`src/rtl/uart_pkg.sv`:
```
// Shared constants for the Wishbone UART transmitter: register map,
// STATUS bit positions and serializer state encoding.
package uart_pkg;

    localparam logic REG_DATA   = 1'b0;
    localparam logic REG_STATUS = 1'b1;

    localparam int STAT_FULL    = 0;
    localparam int STAT_EMPTY   = 1;
    localparam int STAT_BUSY    = 2;
    localparam int STAT_OVF     = 3;
    localparam int STAT_CNT_LSB = 8;
    localparam int STAT_CNT_W   = 7;

    localparam logic [1:0] ST_IDLE  = 2'd0;
    localparam logic [1:0] ST_START = 2'd1;
    localparam logic [1:0] ST_DATA  = 2'd2;
    localparam logic [1:0] ST_STOP  = 2'd3;

endpackage

```
`src/rtl/uart_tx_fifo.sv`:
```
// Small synchronous FIFO holding bytes waiting for the serializer.
// Head entry is visible combinationally so it can be popped and used on one edge.
module uart_tx_fifo #(
    parameter int DEPTH = 8,
    parameter int WIDTH = 8
) (
    input  logic                     clk,
    input  logic                     rst,
    input  logic                     push,
    input  logic                     pop,
    input  logic [WIDTH-1:0]         wdata,
    output logic [WIDTH-1:0]         rdata,
    output logic                     full,
    output logic                     empty,
    output logic [$clog2(DEPTH):0]   count
);

    localparam int AW = $clog2(DEPTH);

    logic [WIDTH-1:0] mem [DEPTH];
    logic [AW-1:0]    wr_ptr_reg;
    logic [AW-1:0]    rd_ptr_reg;
    logic [AW:0]      count_reg;
    logic             push_ok;
    logic             pop_ok;

    assign full  = (count_reg == (AW+1)'(DEPTH));
    assign empty = (count_reg == '0);
    assign count = count_reg;
    assign rdata = mem[rd_ptr_reg];

    // A pop on the same edge frees the slot, so a push into a full FIFO is still accepted.
    assign push_ok = push && (!full || pop);
    assign pop_ok  = pop && !empty;

    always_ff @(posedge clk) begin
        if (push_ok) begin
            mem[wr_ptr_reg] <= wdata;
        end
    end

    always_ff @(posedge clk or posedge rst) begin
        if (rst) begin
            wr_ptr_reg <= '0;
            rd_ptr_reg <= '0;
            count_reg  <= '0;
        end else begin
            if (push_ok) begin
                wr_ptr_reg <= wr_ptr_reg + 1'b1;
            end
            if (pop_ok) begin
                rd_ptr_reg <= rd_ptr_reg + 1'b1;
            end
            case ({push_ok, pop_ok})
                2'b10:   count_reg <= count_reg + 1'b1;
                2'b01:   count_reg <= count_reg - 1'b1;
                default: count_reg <= count_reg;
            endcase
        end
    end

endmodule

```
`src/rtl/uart_tx_wb.sv`:
```
// Wishbone-attached 8N1 UART transmitter: DATA register feeds a TX FIFO,
// STATUS reports FIFO level, busy and a sticky overflow flag.
module uart_tx_wb
    import uart_pkg::*;
#(
    parameter int CLKS_PER_BIT = 104,
    parameter int FIFO_DEPTH   = 8
) (
    input  logic        i_wb_clk,
    input  logic        i_wb_rst,
    input  logic        i_wb_adr,
    input  logic        i_wb_cyc,
    input  logic        i_wb_we,
    input  logic [3:0]  i_wb_sel,
    input  logic [31:0] i_wb_dat,
    output logic [31:0] o_wb_rdt,
    output logic        o_wb_ack,
    output logic        o_tx,
    output logic        o_busy
);

    localparam int          CW        = $clog2(FIFO_DEPTH) + 1;
    localparam logic [15:0] BAUD_LAST = 16'(CLKS_PER_BIT - 1);

    logic        ack_reg;
    logic [31:0] rdt_reg;
    logic        ovf_reg;
    logic [1:0]  state_reg;
    logic [15:0] baud_reg;
    logic [2:0]  bit_idx_reg;
    logic [7:0]  shift_reg;
    logic        tx_reg;

    logic          bus_req;
    logic          data_wr;
    logic          stat_clr;
    logic          stat_rd;
    logic          fifo_pop;
    logic          fifo_full;
    logic          fifo_empty;
    logic [7:0]    fifo_rdata;
    logic [CW-1:0] fifo_count;
    logic          busy;
    logic          baud_end;
    logic [31:0]   status_word;
    logic          unused_ok;

    // A request is only taken when no ack is outstanding, giving one ack every other cycle.
    assign bus_req  = i_wb_cyc && !ack_reg;
    assign data_wr  = bus_req && i_wb_we && (i_wb_adr == REG_DATA) && i_wb_sel[0];
    assign stat_clr = bus_req && i_wb_we && (i_wb_adr == REG_STATUS) && i_wb_sel[0] && i_wb_dat[3];
    assign stat_rd  = bus_req && !i_wb_we && (i_wb_adr == REG_STATUS);
    assign fifo_pop = (state_reg == ST_IDLE) && !fifo_empty;
    assign busy     = (state_reg != ST_IDLE) || !fifo_empty;
    assign baud_end = (baud_reg == BAUD_LAST);
    assign unused_ok = ^{i_wb_sel[3:1], i_wb_dat[31:8]};

    always_comb begin
        status_word = '0;
        status_word[STAT_FULL]  = fifo_full;
        status_word[STAT_EMPTY] = fifo_empty;
        status_word[STAT_BUSY]  = busy;
        status_word[STAT_OVF]   = ovf_reg;
        status_word[STAT_CNT_LSB +: CW] = fifo_count;
    end

    uart_tx_fifo #(
        .DEPTH (FIFO_DEPTH),
        .WIDTH (8)
    ) u_fifo (
        .clk   (i_wb_clk),
        .rst   (i_wb_rst),
        .push  (data_wr),
        .pop   (fifo_pop),
        .wdata (i_wb_dat[7:0]),
        .rdata (fifo_rdata),
        .full  (fifo_full),
        .empty (fifo_empty),
        .count (fifo_count)
    );

    always_ff @(posedge i_wb_clk or posedge i_wb_rst) begin
        if (i_wb_rst) begin
            ack_reg <= 1'b0;
            rdt_reg <= '0;
            ovf_reg <= 1'b0;
        end else begin
            ack_reg <= bus_req;
            rdt_reg <= stat_rd ? status_word : 32'h0;
            if (stat_clr) begin
                ovf_reg <= 1'b0;
            end else if (data_wr && fifo_full && !fifo_pop) begin
                ovf_reg <= 1'b1;
            end
        end
    end

    always_ff @(posedge i_wb_clk or posedge i_wb_rst) begin
        if (i_wb_rst) begin
            state_reg   <= ST_IDLE;
            baud_reg    <= '0;
            bit_idx_reg <= '0;
            shift_reg   <= '0;
            tx_reg      <= 1'b1;
        end else begin
            case (state_reg)
                ST_IDLE: begin
                    tx_reg   <= 1'b1;
                    baud_reg <= '0;
                    if (fifo_pop) begin
                        shift_reg <= fifo_rdata;
                        state_reg <= ST_START;
                        tx_reg    <= 1'b0;
                    end
                end
                ST_START: begin
                    if (baud_end) begin
                        baud_reg    <= '0;
                        bit_idx_reg <= '0;
                        state_reg   <= ST_DATA;
                        tx_reg      <= shift_reg[0];
                    end else begin
                        baud_reg <= baud_reg + 1'b1;
                    end
                end
                ST_DATA: begin
                    if (baud_end) begin
                        baud_reg <= '0;
                        if (bit_idx_reg == 3'd7) begin
                            state_reg <= ST_STOP;
                            tx_reg    <= 1'b1;
                        end else begin
                            bit_idx_reg <= bit_idx_reg + 1'b1;
                            tx_reg      <= shift_reg[bit_idx_reg + 3'd1];
                        end
                    end else begin
                        baud_reg <= baud_reg + 1'b1;
                    end
                end
                default: begin
                    if (baud_end) begin
                        baud_reg  <= '0;
                        state_reg <= ST_IDLE;
                    end else begin
                        baud_reg <= baud_reg + 1'b1;
                    end
                end
            endcase
        end
    end

    assign o_wb_ack = ack_reg;
    assign o_wb_rdt = rdt_reg;
    assign o_tx     = tx_reg;
    assign o_busy   = busy;

endmodule
```
`config.mk`:
```
export PLATFORM = sky130hd
export DESIGN_NAME = uart_tx_wb
export DESIGN_NICKNAME = d
export VERILOG_FILES = /design/src/rtl/uart_pkg.sv /design/src/rtl/uart_tx_fifo.sv /design/src/rtl/uart_tx_wb.sv
export SDC_FILE = /design/constraint.sdc
export NUM_CORES = 1
export LEC_CHECK = 0
export CAP_MARGIN = 20
export CORE_AREA = 3 3 136 138
export CTS_CLUSTER_DIAMETER = 30
export CTS_CLUSTER_SIZE = 14
export DETAILED_ROUTE_END_ITERATION = 7
export DIE_AREA = 0 0 139 141
export PLACE_DENSITY = 0.51
export SLEW_MARGIN = 20
export SYNTH_ARGS = -nofsm -noshare
export SYNTH_HDL_FRONTEND = slang
export SYNTH_HIERARCHICAL = 1
export SYNTH_SLANG_ARGS = --single-unit
```
`constraint.sdc`:
```
create_clock -name i_wb_clk -period 5.2 [get_ports i_wb_clk]
set_clock_uncertainty 0.15 [all_clocks]
set_input_delay 1.04 -clock i_wb_clk [delete_from_list [all_inputs] [get_ports i_wb_clk]]
set_output_delay 1.04 -clock i_wb_clk [all_outputs]
set_load 0.01 [all_outputs]
```
# Word level (Yosys, flattened, before mapping)
# Memory sizes are Yosys's and may differ from the RTL's. A register that Yosys moved wholly into a read port is not among the register bits.
# Index checks and enable logic that the tools add are counted.
dict set report totals {
  register_bits 46
  out_inout_bits 35
  wordCells 89
  in_bits 41
  n_memories 1
  ram_bits 64
}
# memory words width read_ports rd_ports_with_merged_regs wr line_no
set mem_list {}
lappend mem_list {u_fifo.mem 8 8 1 1 1 uart_tx_fifo.sv:20} ;# logic [WIDTH-1:0] mem [DEPTH];
dict set report classes {
  bitwise_logic 1
  n_mux 25
  add_sub_neg 6
  magnitude_cmp 1
  n_eq_ne 12
  n_reduce_logical 33
}
# cell n
set ops {}
lappend ops {{two-way mux 16 bit} 2}
lappend ops {{adder 16 x 1 -> 16 bit, second input constant} 1}
lappend ops {{equality test 16 x 7 -> 1 bit, second input constant} 1}
lappend ops {{logical AND 1 bit} 14}
lappend ops {{two-way mux 12 bit} 1}
lappend ops {{two-way mux 2 bit} 5}
lappend ops {{!= test 2 bit, second input constant} 5}
lappend ops {{nonzero test 2 bit} 5}
lappend ops {{adder 3 x 1 -> 3 bit, second input constant} 3}
lappend ops {{two-way mux 1 bit} 9}
lappend ops {{two-way mux 3 bit} 3}
lappend ops {{one-hot mux 4 bit (2 select lines)} 1}
lappend ops {{one-hot mux 2 bit (3 select lines)} 1}
lappend ops {{one-hot mux 3 bit (2 select lines)} 1}
lappend ops {{logical NOT 1 bit} 5}
lappend ops {{AND reduction 5 bit} 1}
lappend ops {{adder 4 x 1 -> 4 bit, second input constant} 1}
lappend ops {{equality test 2 x 1 -> 1 bit, second input constant} 2}
lappend ops {{equality test 2 bit, second input constant} 2}
lappend ops {{equality test 4 bit, second input constant} 1}
lappend ops {{logical NOT 4 bit} 1}
lappend ops {{less-than comparator 3 x 4 -> 1 bit, second input constant} 1}
lappend ops {{AND reduction 4 bit} 1}
lappend ops {{subtractor 4 x 1 -> 4 bit, second input constant} 1}
lappend ops {{other kinds (9)} 10}

# Logic depth before layout (Yosys ltp)
dict set report depth {
  depth_word 9
  mapped_depth 12
  mapped_depth_nobuf 11
}

# Cells and area by module
# The synthesis kept the hierarchy.
# module area_per_inst_um2 cells_each seq_area_each_um2 instances
set modules_own_cells {}
lappend modules_own_cells {uart_tx_fifo 3067.9 160 2172.1 1}
lappend modules_own_cells {uart_tx_wb 2124.5 218 1002.2 1}

# Worst setup path before layout
# Ideal clock, no wire load.
dict set report synth_timing {
  path_kind {input to register}
  from {input i_wb_cyc}
  to {register u_fifo.count_reg[3] (netlist: u_fifo/count[3])}
  setup_ns 0.134
  arrival_ns 3.234
  stages 9
  path_slack_ns 1.682
  cell_sequence {nor2b_1 and3_1 nor2b_1 o21ai_4 ha_1 ha_1 or4b_2 o311ai_0 o211ai_1}
}
dict set report synth_via {
  elab_chain_cells 7
  elab_cells_between_ends 9
}
# element line_no
set synth_rtl {}
lappend synth_rtl {{start, declared} uart_tx_wb.sv:12} ;# input logic i_wb_cyc,
lappend synth_rtl {{logical AND 1 bit *} uart_tx_wb.sv:49} ;# assign bus_req = i_wb_cyc && !ack_reg;
lappend synth_rtl {{logical AND 1 bit * (3 in a row)} uart_tx_wb.sv:50} ;# assign data_wr = bus_req && i_wb_we && (i_wb_adr == REG_DATA) && i_wb_sel[0];
lappend synth_rtl {{named net data_wr} uart_tx_wb.sv:35} ;# logic data_wr;
lappend synth_rtl {{logical AND 1 bit *} uart_tx_fifo.sv:33} ;# assign push_ok = push && (!full || pop);
lappend synth_rtl {{equality test 2 x 1 -> 1 bit or equality test 2 bit (tied branches)} uart_tx_fifo.sv:54} ;# case ({push_ok, pop_ok})
lappend synth_rtl {{one-hot mux 4 bit (2 select lines) or nonzero test 2 bit (tied branches)} n/a}
lappend synth_rtl {{end signal, assigned} uart_tx_fifo.sv:55} ;# 2'b10: count_reg <= count_reg + 1'b1;
lappend synth_rtl {{end signal, assigned} uart_tx_fifo.sv:56} ;# 2'b01: count_reg <= count_reg - 1'b1;
lappend synth_rtl {{end signal, assigned} uart_tx_fifo.sv:57} ;# default: count_reg <= count_reg;
lappend synth_rtl {{end, declared} uart_tx_fifo.sv:23} ;# logic [AW:0] count_reg;
# Mark *: on every way through the listed nets, which the timed path passes. The rest lies on a longest branch.
# A chain may end at the register's enable or synchronous reset.

# Worst setup path after layout
dict set report layout_timing {
  from {register u_fifo.count_reg[0] (netlist: u_fifo/count[0])}
  to {register u_fifo.count_reg[3] (netlist: u_fifo/count[3])}
}
dict set report layout_via {
  elab_chain_cells 7
  elab_cells_between_ends 14
}
# element line_no
set layout_rtl {}
lappend layout_rtl {{logical NOT 4 bit *} uart_tx_fifo.sv:28} ;# assign empty = (count_reg == '0);
lappend layout_rtl {{named net fifo_empty} uart_tx_wb.sv:40} ;# logic fifo_empty;
lappend layout_rtl {{logical NOT 1 bit *} uart_tx_wb.sv:53} ;# assign fifo_pop = (state_reg == ST_IDLE) && !fifo_empty;
lappend layout_rtl {{logical AND 1 bit *} uart_tx_wb.sv:53}
lappend layout_rtl {{named net fifo_pop} uart_tx_wb.sv:38} ;# logic fifo_pop;
lappend layout_rtl {{logical OR 1 bit} uart_tx_fifo.sv:33}
lappend layout_rtl {{logical AND 1 bit} uart_tx_fifo.sv:33}
lappend layout_rtl {{equality test 2 x 1 -> 1 bit or equality test 2 bit (tied branches)} uart_tx_fifo.sv:54}
lappend layout_rtl {{one-hot mux 4 bit (2 select lines) or nonzero test 2 bit (tied branches)} n/a}
# Marked as above.

==> flow_summary.toml <==
[drt]
first_iter_violations = 213
routed_wl_um = 10000
avgViaCountPerCell = 4.58
dr.pass1.iters = 4
avgRoutedWirePerCell_um = 15.4
ant_nets = 0
drc = 0
vias = 2984

[clock_tree]
clock_path_buffers = 2
path_clk_slew_ns = 0.05
cts_resized = 0
numCtsBuffers = 17
postCtsSetupBuffers = 0
cts_hold_buf = 0
cts_tree = "built"
root_buffer = "clkbuf_16"
htreeDepth = 4
clock_sinks = 114
clock_latency_ns = 0.41

[critical_path]
cp_common_cell = "ha_1"
timing.rr.start = "u_fifo/count[0]$_DFFE_PP0P_"
startpoint = "u_fifo/count[0]$_DFFE_PP0P_"
crit_chain = "nor4_1 -> nand2b_1 -> clkinv_1 -> buf_4 -> o21ai_4 -> ha_1 -> ha_1 -> or4b_2 -> o311ai_0 -> o211ai_1"
path_max_fanout = 12
crit_type = "reg -> reg"
slowest_delay_ns = 0.62
cp-start-kind = "flip-flop"
slowest_stage = "or4b_2"
arrival_ns = 4.07
cp-end-kind = "flip-flop"
cp.required_ns = 5.33

[min_path]
hp-start = "o_wb_ack$_DFF_PP0_"
worstHoldPathType = "reg -> reg"

[synth]
synth_top_family_by_area = "simple AND/OR/NAND/NOR gates"
synth.top_cells.by_area = "edfxtp_1, dfrtp_1, mux4_2, buf_4, nand2_1"
synth.distinct_cells = 58
synthMuxAreaShare = 0.108
synth-simple-area-share = 0.116
synthXorXnorAreaFrac = 0.0287
synth_area_mm2 = 0.00519
avgSynthCellArea_um2 = 13.7
yosys.area.top_type_share = 0.370
yosysSeqAreaShare = 0.611
synth-adder-area-share = 0.0304
synth-seq-cells = 114
synth_edf_count = 64
ys.flop_type = "edfxtp_1"
yosysTopAreaCell = "edfxtp_1"
syn_inst = 378
yosysWarnings = 6
async_flop_share = 0.439
synth_compound_area_frac = 0.0463

[outcome]
status = "finished clean"

[timing]
holdWs_ns = 0.306
rsz0062_at_grt = "false"
fin_tns_setup_ns = 0
fin_crit_ns = 3.94
setup_viol = 0
slew_headroom = 0.356
hold_viol = 0
finalMaxSlewViolations = 0
setup_slack_ns = 1.26
period_share = 0.758
tightest_slew_ns = 0.961
clock.fmax_mhz = 254

[grt]
globalRouteOverflowTotal = 0
grt_max_degree = 41
grt_pass1_vias = 3130
grt_usage = 0.109
grt_first_pass_wirelength_um = 16600
antenna_found_initial = 0

[placed_design]
globalplace.congestion = 0.778
hpwl_um = 6420
io_buffers = 24
pre_cts_ws_ns = 0.964
placed_area_mm2 = 0.00561

[floorplanning]
rows = 48
die_x_um = 139
ios = 76
start_util = 0.300
core_mm2 = 0.0173
dieArea_mm2 = 0.0196
die_h_um = 141

[power_and_ir_drop]
leakagePower_uw = 0.00238
peakVddDrop_mv = 0.221
power_density_mw_per_mm2 = 379

[finish]
diodes = 0
design_area_mm2 = 0.00621
fin_nets = 466
area_growth_pct = 19.6
regArea_mm2 = 0.00317
n_fill_cell = 1670
multiInputGateArea_mm2 = 0.00182
drive_gt1_frac = 0.171
largest_register_ff_count = 64

[flow_run]
cap_violations = 0
## metrics by stage
stage	utilization	total power, uW	std cells
4_1_cts	0.359	2380	651
6_report	0.359	2360	651
3_5_place_dp	0.324	1190	619
5_1_grt	0.359	2450	651
3_3_place_gp	0.324	1180	619
2_1_floorplan	-	1140	401
## cells in the final DEF (no fill, tap or decap), types with 4 or more instances in the layout
cell type        netlist  final
clkbuf_16              0     17
o21ai_0                9      9
nor2_1                19     19
nor3_2                 0      4
nand3_1                5      5
nand2b_1               4      4
edfxtp_1              64     64
nor4_1                 6      6
a21oi_1                6      6
ha_1                  11     11
dfrtp_1               49     49
buf_4                 26      4
clkdlybuf4s50_1        0     24
clkinv_2               0      4
inv_1                 15     15
nand4_1                7      7
nand2_1               43     43
mux2_2                 9      9
and2_1                 9      9
mux2i_1                4      4
conb_1                 1     24
xor2_1                 8      8
mux4_2                18     18
bufinv_16              0      4
xnor2_1                9      9
## cell families (layout without fill, tap and decap cells)
logic type      Yosys count  count (layout)
compound gates           34              34
xor+xnor                 17              17
fa+ha+maj                12              12
buf+inv                  51              76
flops                   114             114
mux                      32              32
other cells               1              24
simple gates            117             117
## metal layers
layer | global-route usage | wire, um | vias up
met5 | 0 | 0 | -
met4 | 0.0499 | 219 | 0
met3 | 0.0343 | 406 | 16
met2 | 0.167 | 4630 | 62
met1 | 0.141 | 4770 | 1499
li1 | - | - | 1407
## report_power, final
part	leakage, uW	total [uW]	internal [uW]	switching [uW]
Combinational	0.000872	134	61.6	72.8
Clock	0.000293	1180	793	389
Sequential	0.00121	1040	989	48.7
Total	0.00238	2360	1840	511
## critical path: cells and delay by family, from the launching register on
family                     cells  cell delay, ns
DFF                            1            0.47
and+or+nand+nor                3            1.55
buffers and inverters          2            0.35
adders and majority gates      2            0.74
AOI/OAI and AO/OA              3            0.55
## path summary, 6_finish.rpt
kind                                                to  depth (start not counted)  slack, ns
max                        u_fifo/count[3]$_DFFE_PP0P_                         10       1.26
min                                 o_wb_ack$_DFF_PP0_                          1       0.31
max reg2reg                u_fifo/count[3]$_DFFE_PP0P_                         10       1.26
min reg2reg                         o_wb_ack$_DFF_PP0_                          1       0.31
max in group asynchronous             o_tx$_DFFE_PP1P_                          3       3.59
min in group asynchronous  u_fifo/count[2]$_DFFE_PP0P_                          2       0.81
## cells in the mapped netlist, types with 2 or more instances
cell	number
xnor2_1	9
mux4_2	18
and3_1	2
a22o_1	3
xor2_1	8
buf_2	4
nand2b_1	4
and2_1	9
nor2b_1	3
ha_1	11
dfrtp_1	49
buf_4	26
mux2i_1	4
nand2_1	43
nor4_1	6
and4_1	2
buf_1	2
nor3_1	5
a21oi_1	6
nand4_1	7
o21ai_0	9
inv_1	15
or3_1	2
nor3b_1	2
mux2_2	9
o211ai_1	3
nand3_1	5
nor2_1	19
edfxtp_1	64
## cell type report
| class | count | share of cell area |
|---|---|---|
| repair buffers | 28 | 0.0435 |
| inverters | 16 | 0.00967 |
| well taps | 225 | 0.0453 |
| clock inverters | 12 | 0.0264 |
| clock buffers | 20 | 0.0703 |
| flip-flops and latches | 114 | 0.511 |
| multi-input cells | 236 | 0.293 |
Power figures use the tool's default switching activity.
